File: config.mk
export PLATFORM = sky130hd
export DESIGN_NAME = fir_tap_sequencer
export DESIGN_NICKNAME = d
export VERILOG_FILES = /design/src/rtl/fir_pkg.sv /design/src/rtl/fir_delay_line.sv /design/src/rtl/fir_tap_sequencer.sv
export SDC_FILE = /design/constraint.sdc
export NUM_CORES = 1
export LEC_CHECK = 0
export ABC_AREA = 0
export CAP_MARGIN = 20
export CORE_MARGIN = 2
export CORE_UTILIZATION = 40
export CTS_BUF_LIST = sky130_fd_sc_hd__clkbuf_4
export CTS_CLUSTER_SIZE = 12
export DETAILED_ROUTE_END_ITERATION = 8
export MAX_ROUTING_LAYER = met4
export PLACE_DENSITY = 0.67
export SYNTH_ARGS = -nofsm -noshare
export SYNTH_HDL_FRONTEND = slang
export SYNTH_SLANG_ARGS = --single-unit
export TNS_END_PERCENT = 10
File: constraint.sdc
create_clock -name clk -period 2.84 [get_ports clk]
set_input_delay 0.71 -clock clk [delete_from_list [all_inputs] [get_ports clk]]
set_output_delay 0.71 -clock clk [all_outputs]
set_load 0.05 [all_outputs]
File: src/rtl/fir_pkg.sv
// Shared types and constants for the FIR tap sequencer.
package fir_pkg;

    localparam int unsigned SampleW  = 8;
    localparam int unsigned DefNtaps = 4;

    typedef enum logic [1:0] {
        StIdle,
        StMac,
        StHold
    } state_e;

    function automatic int unsigned idx_w(input int unsigned n);
        return (n > 1) ? $clog2(n) : 1;
    endfunction

endpackage

File: src/rtl/fir_delay_line.sv
// NTAPS-deep shift register of samples with an indexed read port.
module fir_delay_line
    import fir_pkg::*;
#(
    parameter int unsigned NTAPS = DefNtaps
) (
    input  logic                        clk,
    input  logic                        rst,
    input  logic                        shift_en_i,
    input  logic [SampleW-1:0]          din_i,
    input  logic [idx_w(NTAPS)-1:0]     rd_idx_i,
    output logic [SampleW-1:0]          dout_o
);

    logic [SampleW-1:0] tap_q [NTAPS];

    always_ff @(posedge clk or posedge rst) begin
        if (rst) begin
            for (int i = 0; i < NTAPS; i++) begin
                tap_q[i] <= '0;
            end
        end else if (shift_en_i) begin
            tap_q[0] <= din_i;
            for (int i = 1; i < NTAPS; i++) begin
                tap_q[i] <= tap_q[i-1];
            end
        end
    end

    assign dout_o = tap_q[rd_idx_i];

endmodule

File: src/rtl/fir_tap_sequencer.sv
// Sequential FIR: one multiply-accumulate per cycle through an external multiplier.
// Define FIR_SAT_EN to saturate the result to 8'hFF instead of wrapping.
module fir_tap_sequencer
    import fir_pkg::*;
#(
    parameter int unsigned NTAPS = DefNtaps,
    parameter int unsigned ACC_W = 10
) (
    input  logic        clk,
    input  logic        rst,
    input  logic        in_valid,
    output logic        in_ready,
    input  logic [7:0]  in_sample,
    input  logic        coef_we,
    input  logic [3:0]  coef_addr,
    input  logic [7:0]  coef_data,
    output logic [7:0]  mul_a,
    output logic [7:0]  mul_b,
    input  logic [7:0]  mul_c,
    output logic        out_valid,
    input  logic        out_ready,
    output logic [7:0]  out_data
);

    localparam int unsigned IdxW = idx_w(NTAPS);

    state_e             state_q, state_d;
    logic [IdxW-1:0]    k_q, k_d;
    logic [ACC_W-1:0]   acc_q, acc_d, acc_sum;
    logic [7:0]         out_q, out_d;
    logic [7:0]         coef_q [NTAPS];
    logic [7:0]         tap_rd;
    logic               accept;
    logic               coef_wr_en;

    assign accept     = (state_q == StIdle) && in_valid;
    assign coef_wr_en = (state_q == StIdle) && coef_we && (32'(coef_addr) < NTAPS);
    assign acc_sum    = acc_q + ACC_W'(mul_c);
    assign out_data   = out_q;

    fir_delay_line #(
        .NTAPS (NTAPS)
    ) u_delay_line (
        .clk        (clk),
        .rst        (rst),
        .shift_en_i (accept),
        .din_i      (in_sample),
        .rd_idx_i   (k_q),
        .dout_o     (tap_rd)
    );

    // Written on the same edge a sample is accepted, so that sample's MAC sees it.
    always_ff @(posedge clk or posedge rst) begin
        if (rst) begin
            for (int i = 0; i < NTAPS; i++) begin
                coef_q[i] <= '0;
            end
        end else if (coef_wr_en) begin
            coef_q[coef_addr[IdxW-1:0]] <= coef_data;
        end
    end

    always_ff @(posedge clk or posedge rst) begin
        if (rst) begin
            state_q <= StIdle;
            k_q     <= '0;
            acc_q   <= '0;
            out_q   <= '0;
        end else begin
            state_q <= state_d;
            k_q     <= k_d;
            acc_q   <= acc_d;
            out_q   <= out_d;
        end
    end

    always_comb begin
        state_d   = state_q;
        k_d       = k_q;
        acc_d     = acc_q;
        out_d     = out_q;
        mul_a     = '0;
        mul_b     = '0;
        in_ready  = 1'b0;
        out_valid = 1'b0;
        unique case (state_q)
            StIdle: begin
                in_ready = 1'b1;
                if (in_valid) begin
                    acc_d   = '0;
                    k_d     = '0;
                    state_d = StMac;
                end
            end
            StMac: begin
                mul_a = tap_rd;
                mul_b = coef_q[k_q];
                acc_d = acc_sum;
                k_d   = k_q + IdxW'(1);
                if (k_q == IdxW'(NTAPS - 1)) begin
                    k_d     = '0;
                    state_d = StHold;
`ifdef FIR_SAT_EN
                    out_d = (acc_sum > ACC_W'(255)) ? 8'hFF : acc_sum[7:0];
`else
                    out_d = acc_sum[7:0];
`endif
                end
            end
            StHold: begin
                out_valid = 1'b1;
                if (out_ready) begin
                    state_d = StIdle;
                end
            end
            default: state_d = StIdle;
        endcase
    end

endmodule

Yosys cells after proc, flatten, opt, wreduce, memory -nomap -nowiden. Cells that the tools add are included.

Register bits after elaboration: 86. Output and inout bits: 26. Word-level logic and storage cells: 57. Bits of input ports: 33.

$lt $le $gt $ge: 4. Reduce and logical (&&, ||, !) cells: 9. Add/subtract/negate cells: 2. Bitwise logic cells: 2. Equal/unequal tests: 6. Mux-type cells: 22.

Operators by type and width (count): $mux W8 (7); $bmux W8 S2 (2); $bwmux W32 (1); $pmux W10 S2 (1); $demux W8 S2 (1); $add A10 B8 Y10 (1); $mux W10 (1); $mux W2 (5); $ge A3 B3 Y1 const B (2); $ne A2 B2 Y1 const B (3); $not A2 Y3 (2); $pmux W2 S3 (1); $eq A2 B2 Y1 const B (2); $logic_and A1 B1 Y1 (4); $lt A4 B3 Y1 const B (1); $pmux W2 S2 (1); $reduce_and A2 Y1 (2); $lt A3 B1 Y1 const B (1); $reduce_and A3 Y1 (1); $add A2 B1 Y2 const B (1); $eq A2 B1 Y1 const B (1); $logic_not A2 Y1 (1); $mux W1 (2); $reduce_bool A2 Y1 (1).

Longest topological paths before layout. Gate-level depths: netlist (run 1).

Depth after elaboration: 6. Mapped depth: 7. Mapped depth without buffers: 7.

Cells and area by module. Synthesis (run 1) repeated with hierarchy kept, for this count alone.

Cell total of the unflattened synthesis: 289. Area total of the unflattened synthesis: 4060.1 um2.

Modules (own cells, without submodules): fir_tap_sequencer (cells an instance 210, instances 1, seq. area each 1301.2 um2, area each 2638.8 um2); fir_delay_line (cells an instance 79, instances 1, seq. area each 800.8 um2, area each 1421.4 um2).

Least setup slack after synthesis (run 1). No wires, ideal clock.

Kind: input-to-reg. Start: in mul_c[0]. End: reg out_q[6], in the netlist out_data[6]. Data required time: 2.694 ns. Buffers on the path: 0. Path slack: 0.475 ns. Setup time: 0.146 ns. Stages: 7. Arrival: 2.219 ns. Path through: ha_1 > fa_1 > a21o_1 > a21o_1 > a21oi_1 > mux2i_1 > o311ai_0.

Word-level cells in the longest chain between the ends: 1.

RTL lines: from (decl) (line fir_tap_sequencer.sv:19) `input logic [7:0] mul_c,`; $add A10 B8 Y10 (line fir_tap_sequencer.sv:38) `assign acc_sum = acc_q + ACC_W'(mul_c);`; to (signal assigned) (line fir_tap_sequencer.sv:73) `out_q <= out_d;`; to (decl) (line fir_tap_sequencer.sv:30) `logic [7:0] out_q, out_d;`.

Every way passes these cells. A chain may end at the register's enable or synchronous reset.

Worst setup path in the final report (run 1).
Start: reg state_q[1]. End: out in_ready.

Word-level cells in the longest chain between the ends: 2.

RTL lines: from (decl) (line fir_tap_sequencer.sv:27) `state_e state_q, state_d;`; from (signal assigned) (line fir_tap_sequencer.sv:65) `state_q <= StIdle;`; from (signal assigned) (line fir_tap_sequencer.sv:70) `state_q <= state_d;`; $logic_not A2 Y1 (line fir_tap_sequencer.sv:86) `unique case (state_q)`; $mux W1 (line fir_tap_sequencer.sv:86); to (decl) (line fir_tap_sequencer.sv:12) `output logic in_ready,`.

Every way passes these cells.

==> results.md, run 1 <==
- Worst Tran Pin Value: 0.653 ns
- EDFF count, synth: 0
- Max-cap viol count: 0
- Hpwl dp: 5.55 mm
- Synth top area share: 0.522
- Most frequent cells in the layout: nand2_1, dfrtp_1, clkdlybuf4s50_1
- Syn avg cell area: 11.2 um^2
- Layout overhead on the synthesized area: 22.7%
- RSZ-0062 raised after global routing: false
- Clock Sinks: 84
- GRT Total Usage: 0.167
- # hold bufs at CTS: 0
- Hold crit path type: reg -> reg
- Largest net degree at the start of global routing: 85
- Synth area leaders: dfrtp_1, nand2_1, mux2_2
- Worst-path clk slew: 0.13 ns
- Placed Instance Area: 4750 um^2
- M2 GR Usage: 0.268
- Post-CTS Resized: 0
- Final WL: 8.23 mm
- Horiz. Die Dim: 104 um
- Setup TNS: 0 ns
- Worst path slowest cell: clkdlybuf4s50_1
- Highest Clock Rate: 375 MHz
- Worst-skew pair later-pin latency: 0.42 ns
- Critical path launch point type: flop
- Clk buf depth: 2
- Total grt overflow: 0
- Synth Instances: 360
- Gr busiest metal: met2
- Fillers: 892
- Ys flop type: dfrtp_1
- Async SR Flop Fraction: 1.00
- Vias: 2779
- Crit path capture type: primary output
- Worst Hold Slack: 0.491 ns
- YS warnings: 0
- NumNets Final: 464
- Crit path time final: 2.67 ns
- Final setup viols: 0
- Total power: 6.03 mW
- Mapped Area: 4030 um^2
- Starting Density: 0.412
- Fin. Hold Viols: 0
- Dpl ws: -0.0823 ns
- CTS tree: yes
- WP data arrival: 1.96 ns
- Register area share after synthesis: 0.522
- Synth Register Bits: 84
- Drt pass-1 iters: 4
- Post-DRT Antenna Nets: 0
- Cell Int Power: 3.52 mW
- Cell Rows: 36
- Number of global-route vias before repair: 2922
- First-pass GRT wire length: 14.1 mm
- Count of cell types in the netlist: 36
- Power Density: 1220 nW/um^2
- M1 GR Usage: 0.209
- Net Sw Frac: 0.416
- Antenna cells: 0
- Seq pwr share: 0.343
- Setup CP Type: reg -> out
- Htree depth: 3
- Biggest area consumer among synthesized cells: dfrtp_1
- Placeable core area: 9770 um^2
- Max Clock Skew: 0.0141 ns
- Share of cells above drive strength 1: 0.234
- Initial antenna violation count: 0
- Leak pwr: 2.33 nW
- Post-route cell area: 4940 um^2
- Die Y: 104 um
- Status: completed
- Met3 usage: 0.0263
- FF-to-FF setup slack: 0.58 ns
- Slew Viols, Final: 0
- GP Congestion: 0.803
- Post-route setup slack: 0.171 ns
- CP max stage delay: 0.86 ns
- Max VDD drop: 0.448 mV
- IO Count: 59
- Clock share of power: 0.144
- # Post-CTS Setup Buffers: 0
- Clock Root Buffer: clkbuf_4
- Via density: 4.96
- CP required: 2.13 ns
- WL per Instance: 14.7 um
- Final period util: 0.940
- Combinational fraction of design power: 0.513
- CTS buffer count: 9
- Rel. slew slack: 0.565
- Mapped Nets: 402
- Port bufs: 58
- Cell chain of the critical path: nor2_2, clkdlybuf4s50_1
- Area of the die: 10900 um^2
- Drt initial violations: 160
- CP Max Fanout: 4
- Commonest non-fill, non-tap cell in the layout: nand2_1
- Sw power: 2.51 mW
- DRC viols: 0
## path summary, 6_finish.rpt
kind                                     endpoint             startpoint  cells past startpoint
max                                      in_ready             state_q[1]                      2
min                         u_delay_line.tap_q[1]  u_delay_line.tap_q[1]                      2
max reg2reg                           out_data[6]               acc_q[0]                      7
min reg2reg                 u_delay_line.tap_q[1]  u_delay_line.tap_q[1]                      2
max in group asynchronous              coef_q[18]                    rst                      3
min in group asynchronous  u_delay_line.tap_q[20]                    rst                      3
## power by group through the flow
stage	clock [mW]	sequential [mW]	combinational, mW
after floorplan	0	2.21	2.13
after global placement	0	2.06	3.05
after detailed placement	0	2.10	3.12
after CTS	0.893	2.07	3.13
after global routing	0.946	2.15	3.38
final	0.867	2.07	3.09
## area by class of cell
class | count | area, um^2 | area share
Multi-Input combinational cell | 256 | 1840 | 0.372
Clock inverter | 6 | 113 | 0.0228
Inverter | 3 | 15.0 | 0.00304
Sequential cell | 84 | 2100 | 0.425
Timing Repair Buffer | 68 | 632 | 0.128
Clock buffer | 10 | 75.1 | 0.0152
Tap cell | 133 | 166 | 0.0337
## cell families (layout without fill, tap and decap cells)
family	count (synthesis)	after routing	share of synthesized area
AO/OA/AOI/OAI	31	31	0.0454
XOR/XNOR	5	5	0.0143
adder cells (fa/ha/maj)	9	9	0.0298
buffers and inverters	20	87	0.0211
flip-flops	84	84	0.522
multiplexers	53	53	0.192
AND/OR/NAND/NOR	158	158	0.175
## routing by layer
layer,vias up,wire [um]
li1,1352,-
met1,1363,3710
met2,54,4120
met3,10,261
met4,0,140
met5,-,0
## critical path, delay by kind of cell (launching register included)
kind | cells | cell delay, ns
buffers and inverters | 1 | 0.86
DFF | 1 | 0.43
and+or+nand+nor | 1 | 0.25
## sequential cells by signal (all words and copies together) (netlist names)
register / count
coef_q: 32
acc_q: 8
k_q: 2
u_delay_line.tap_q: 32
out_data: 8
state_q: 2
## through the flow
stage	utilization	instances
after floorplan	-	360
after global placement	0.486	544
after detailed placement	0.486	544
after CTS	0.505	560
after global routing	0.506	560
final	0.506	560
## cells in the mapped netlist, types with 4 or more instances
cell	n
nand3_1	8
mux2_2	35
o21ai_0	15
a21o_1	4
a21oi_1	5
buf_2	5
nor2_1	5
nand2_1	113
mux4_2	16
ha_1	8
clkbuf_1	11
dfrtp_1	84
and2_1	17
No activity file was read; power rests on OpenSTA's default activity.
==> run 2: changes to the inputs <==
--- a/config.mk
+++ b/config.mk
@@ -9,7 +9,7 @@
 export CAP_MARGIN = 20
 export CORE_MARGIN = 2
 export CORE_UTILIZATION = 40
-export CTS_BUF_LIST = sky130_fd_sc_hd__clkbuf_4
+export CTS_BUF_LIST = sky130_fd_sc_hd__clkbuf_8 sky130_fd_sc_hd__clkbuf_16
 export CTS_CLUSTER_SIZE = 12
 export DETAILED_ROUTE_END_ITERATION = 8
 export MAX_ROUTING_LAYER = met4
==> run 2 against run 1 <==
  * Die area stayed put
  * Clock power rose by 16%
  * Final area is 0.99% higher
  * Register-to-register slack improved by 0.06 ns
  * Maximum frequency is 0.25% higher
  * Final cell count did not move
  * Core utilization is 0.50 points higher
  * Combinational power barely moved
  * Largest cell class unchanged
  * Largest power group unchanged
==> results.md, run 2 (synthesis gave the netlist of run 1 again) <==
- Leak pwr: 2.35 nW (was 2.33 nW)
- Post-CTS Resized: 0 (unchanged)
- Setup CP Type: reg -> out (unchanged)
- Share of cells above drive strength 1: 0.232 (was 0.234)
- Layout overhead on the synthesized area: 24.0% (was 22.7%)
- Crit path time final: 2.66 ns (was 2.67 ns)
- Highest Clock Rate: 376 MHz (was 375 MHz)
- GP Congestion: 0.803 (unchanged)
- Max-cap viol count: 0 (unchanged)
- IO Count: 59 (unchanged)
- CTS tree: yes (unchanged)
- Hold path start: u_delay_line.tap_q[4] (was u_delay_line.tap_q[1])
- CP Max Fanout: 19 (was 4)
- Sw power: 2.53 mW (was 2.51 mW)
- Net Sw Frac: 0.410 (was 0.416)
- WL per Instance: 14.7 um (about the same)
- Hold path depth: 2 (unchanged)
- Cell Int Power: 3.64 mW (was 3.52 mW)
- Number of global-route vias before repair: 2906 (was 2922)
- Fin. Hold Viols: 0 (unchanged)
- Combinational fraction of design power: 0.499 (was 0.513)
- Hold-critical path endpoint: u_delay_line.tap_q[4] (was u_delay_line.tap_q[1])
- Vias: 2778 (was 2779)
- Antenna cells: 0 (unchanged)
- Max Clock Skew: 0.00726 ns (was 0.0141 ns)
- Total power: 6.18 mW (was 6.03 mW)
- Final setup viols: 0 (unchanged)
- Commonest non-fill, non-tap cell in the layout: nand2_1 (unchanged)
- # hold bufs at CTS: 0 (unchanged)
- Reg2Reg Depth: 7 (unchanged)
- FF-to-FF setup slack: 0.64 ns (was 0.58 ns)
- Clock Sinks: 84 (unchanged)
- Cell Rows: 36 (unchanged)
- Critical path launch point type: flop (unchanged)
- WP data arrival: 1.95 ns (was 1.96 ns)
- Final WL: 8.22 mm (was 8.23 mm)
- RSZ-0062 raised after global routing: false (unchanged)
- Largest net degree at the start of global routing: 85 (unchanged)
- GRT Total Usage: 0.166 (was 0.167)
- NumNets Final: 464 (unchanged)
- Most frequent cells in the layout: nand2_1, dfrtp_1, clkdlybuf4s50_1 (unchanged)
- Rel. slew slack: 0.563 (was 0.565)
- Dpl cells: 544 (unchanged)
- Worst-path clk slew: 0.09 ns (was 0.13 ns)
- Drt initial violations: 129 (was 160)
- Crit. Startpoint: k_q[0] (was state_q[1])
- Placeable core area: 9770 um^2 (unchanged)
- Crit path capture type: primary output (unchanged)
- Area of the die: 10900 um^2 (unchanged)
- First-pass GRT wire length: 14.1 mm (about the same)
- Total grt overflow: 0 (unchanged)
- Worst-skew pair later-pin latency: 0.34 ns (was 0.42 ns)
- Drt pass-1 iters: 4 (unchanged)
- Htree depth: 3 (unchanged)
- Clock share of power: 0.164 (was 0.144)
- FF-to-FF Start: acc_q[0] (unchanged)
- Status: completed (unchanged)
- DRC viols: 0 (unchanged)
- Clk buf depth: 2 (unchanged)
- Slew Viols, Final: 0 (unchanged)
- Biggest regs: coef_q: 32 flops, u_delay_line.tap_q: 32 flops (unchanged)
- Die Y: 104 um (unchanged)
- Worst Tran Pin Value: 0.656 ns (was 0.653 ns)
- # Post-CTS Setup Buffers: 0 (unchanged)
- Final period util: 0.937 (was 0.940)
- Max VDD drop: 0.447 mV (was 0.448 mV)
- Non-Filler Instances: 560 (unchanged)
- Power Density: 1240 nW/um^2 (was 1220 nW/um^2)
- CTS buffer count: 9 (unchanged)
- Via density: 4.96 (about the same)
- Post-DRT Antenna Nets: 0 (unchanged)
- Hold crit path type: reg -> reg (unchanged)
- Initial antenna violation count: 0 (unchanged)
- RR Endpoint: out_data[6] (unchanged)
- Setup TNS: 0 ns (unchanged)
- Clock Root Buffer: clkbuf_8 (was clkbuf_4)
- Horiz. Die Dim: 104 um (unchanged)
- CP required: 2.13 ns (about the same)
- Starting Density: 0.412 (unchanged)
- Port bufs: 58 (unchanged)
- Seq pwr share: 0.336 (was 0.343)
- Hpwl dp: 5.55 mm (unchanged)
-- run 2: cell count changes in the layout (fill, tap and decap cells not counted), sizes merged --
cell / before / now
clkbuf: 10 / 9
inv: 2 / 3
-- run 2: final cells by class --
cell class                 count  area (um^2)
sequential                    84         2100
inverter                       3         15.0
timing repair buffer          68          628
fill                         888         4780
multi-input combinational    256         1840
tap                          133          166
clock inverter                 7          116
clock buffer                   9          124
-- run 2: metrics by stage --
step	hold WS (ns)	utilization	cell area (um^2)	worst slack, ns
2_1_floorplan	0.441	-	4030	0.475
6_report	0.481	0.511	4990	0.178
3_3_place_gp	0.452	0.486	4750	-0.0107
3_5_place_dp	0.465	0.486	4750	-0.0823
4_1_cts	0.485	0.511	4990	0.145
5_1_grt	0.517	0.511	4990	0.0820
-- run 2: worst max-delay path, cell delays in order, from the launching register on --
cell     delay (ns)
dfrtp_1        0.33
buf_4          0.34
mux4_2         0.56
and2_1         0.18
buf_4          0.19
-- run 2: power groups by stage --
| stage | Sequential [mW] | Clock [mW] | Combinational (mW) |
|---|---|---|---|
| finish | 2.08 | 1.01 | 3.08 |
| global route | 2.15 | 1.09 | 3.37 |
| CTS | 2.08 | 1.03 | 3.13 |
| detailed placement | 2.10 | 0 | 3.12 |
| global placement | 2.06 | 0 | 3.05 |
| floorplan | 2.21 | 0 | 2.13 |
-- run 2: metal layers --
layer	vias up	GRT usage	routed length, um
li1	1352	-	-
met1	1355	0.209	3800
met2	54	0.266	3980
met3	17	0.0263	268
met4	0	0.0743	172
met5	-	-	0
-- run 2: worst max path at each step --
stage | endpoint | slack, ns | depth (start not counted)
final | mul_b[3] | 0.18 | 4
after global routing | mul_b[3] | 0.08 | 4
after CTS | mul_a[7] | 0.14 | 4
after detailed placement | out_data[6] | -0.08 | 8
after global placement | out_data[6] | -0.01 | 8
after floorplan | out_data[6] | 0.47 | 7
==> run 3: changes to the inputs <==
--- a/config.mk
+++ b/config.mk
@@ -17,4 +17,4 @@
 export SYNTH_ARGS = -nofsm -noshare
 export SYNTH_HDL_FRONTEND = slang
 export SYNTH_SLANG_ARGS = --single-unit
-export TNS_END_PERCENT = 10
+export TNS_END_PERCENT = 5
==> results of run 3 <==
Final layout, timing and power as in run 2 (identical DEF).
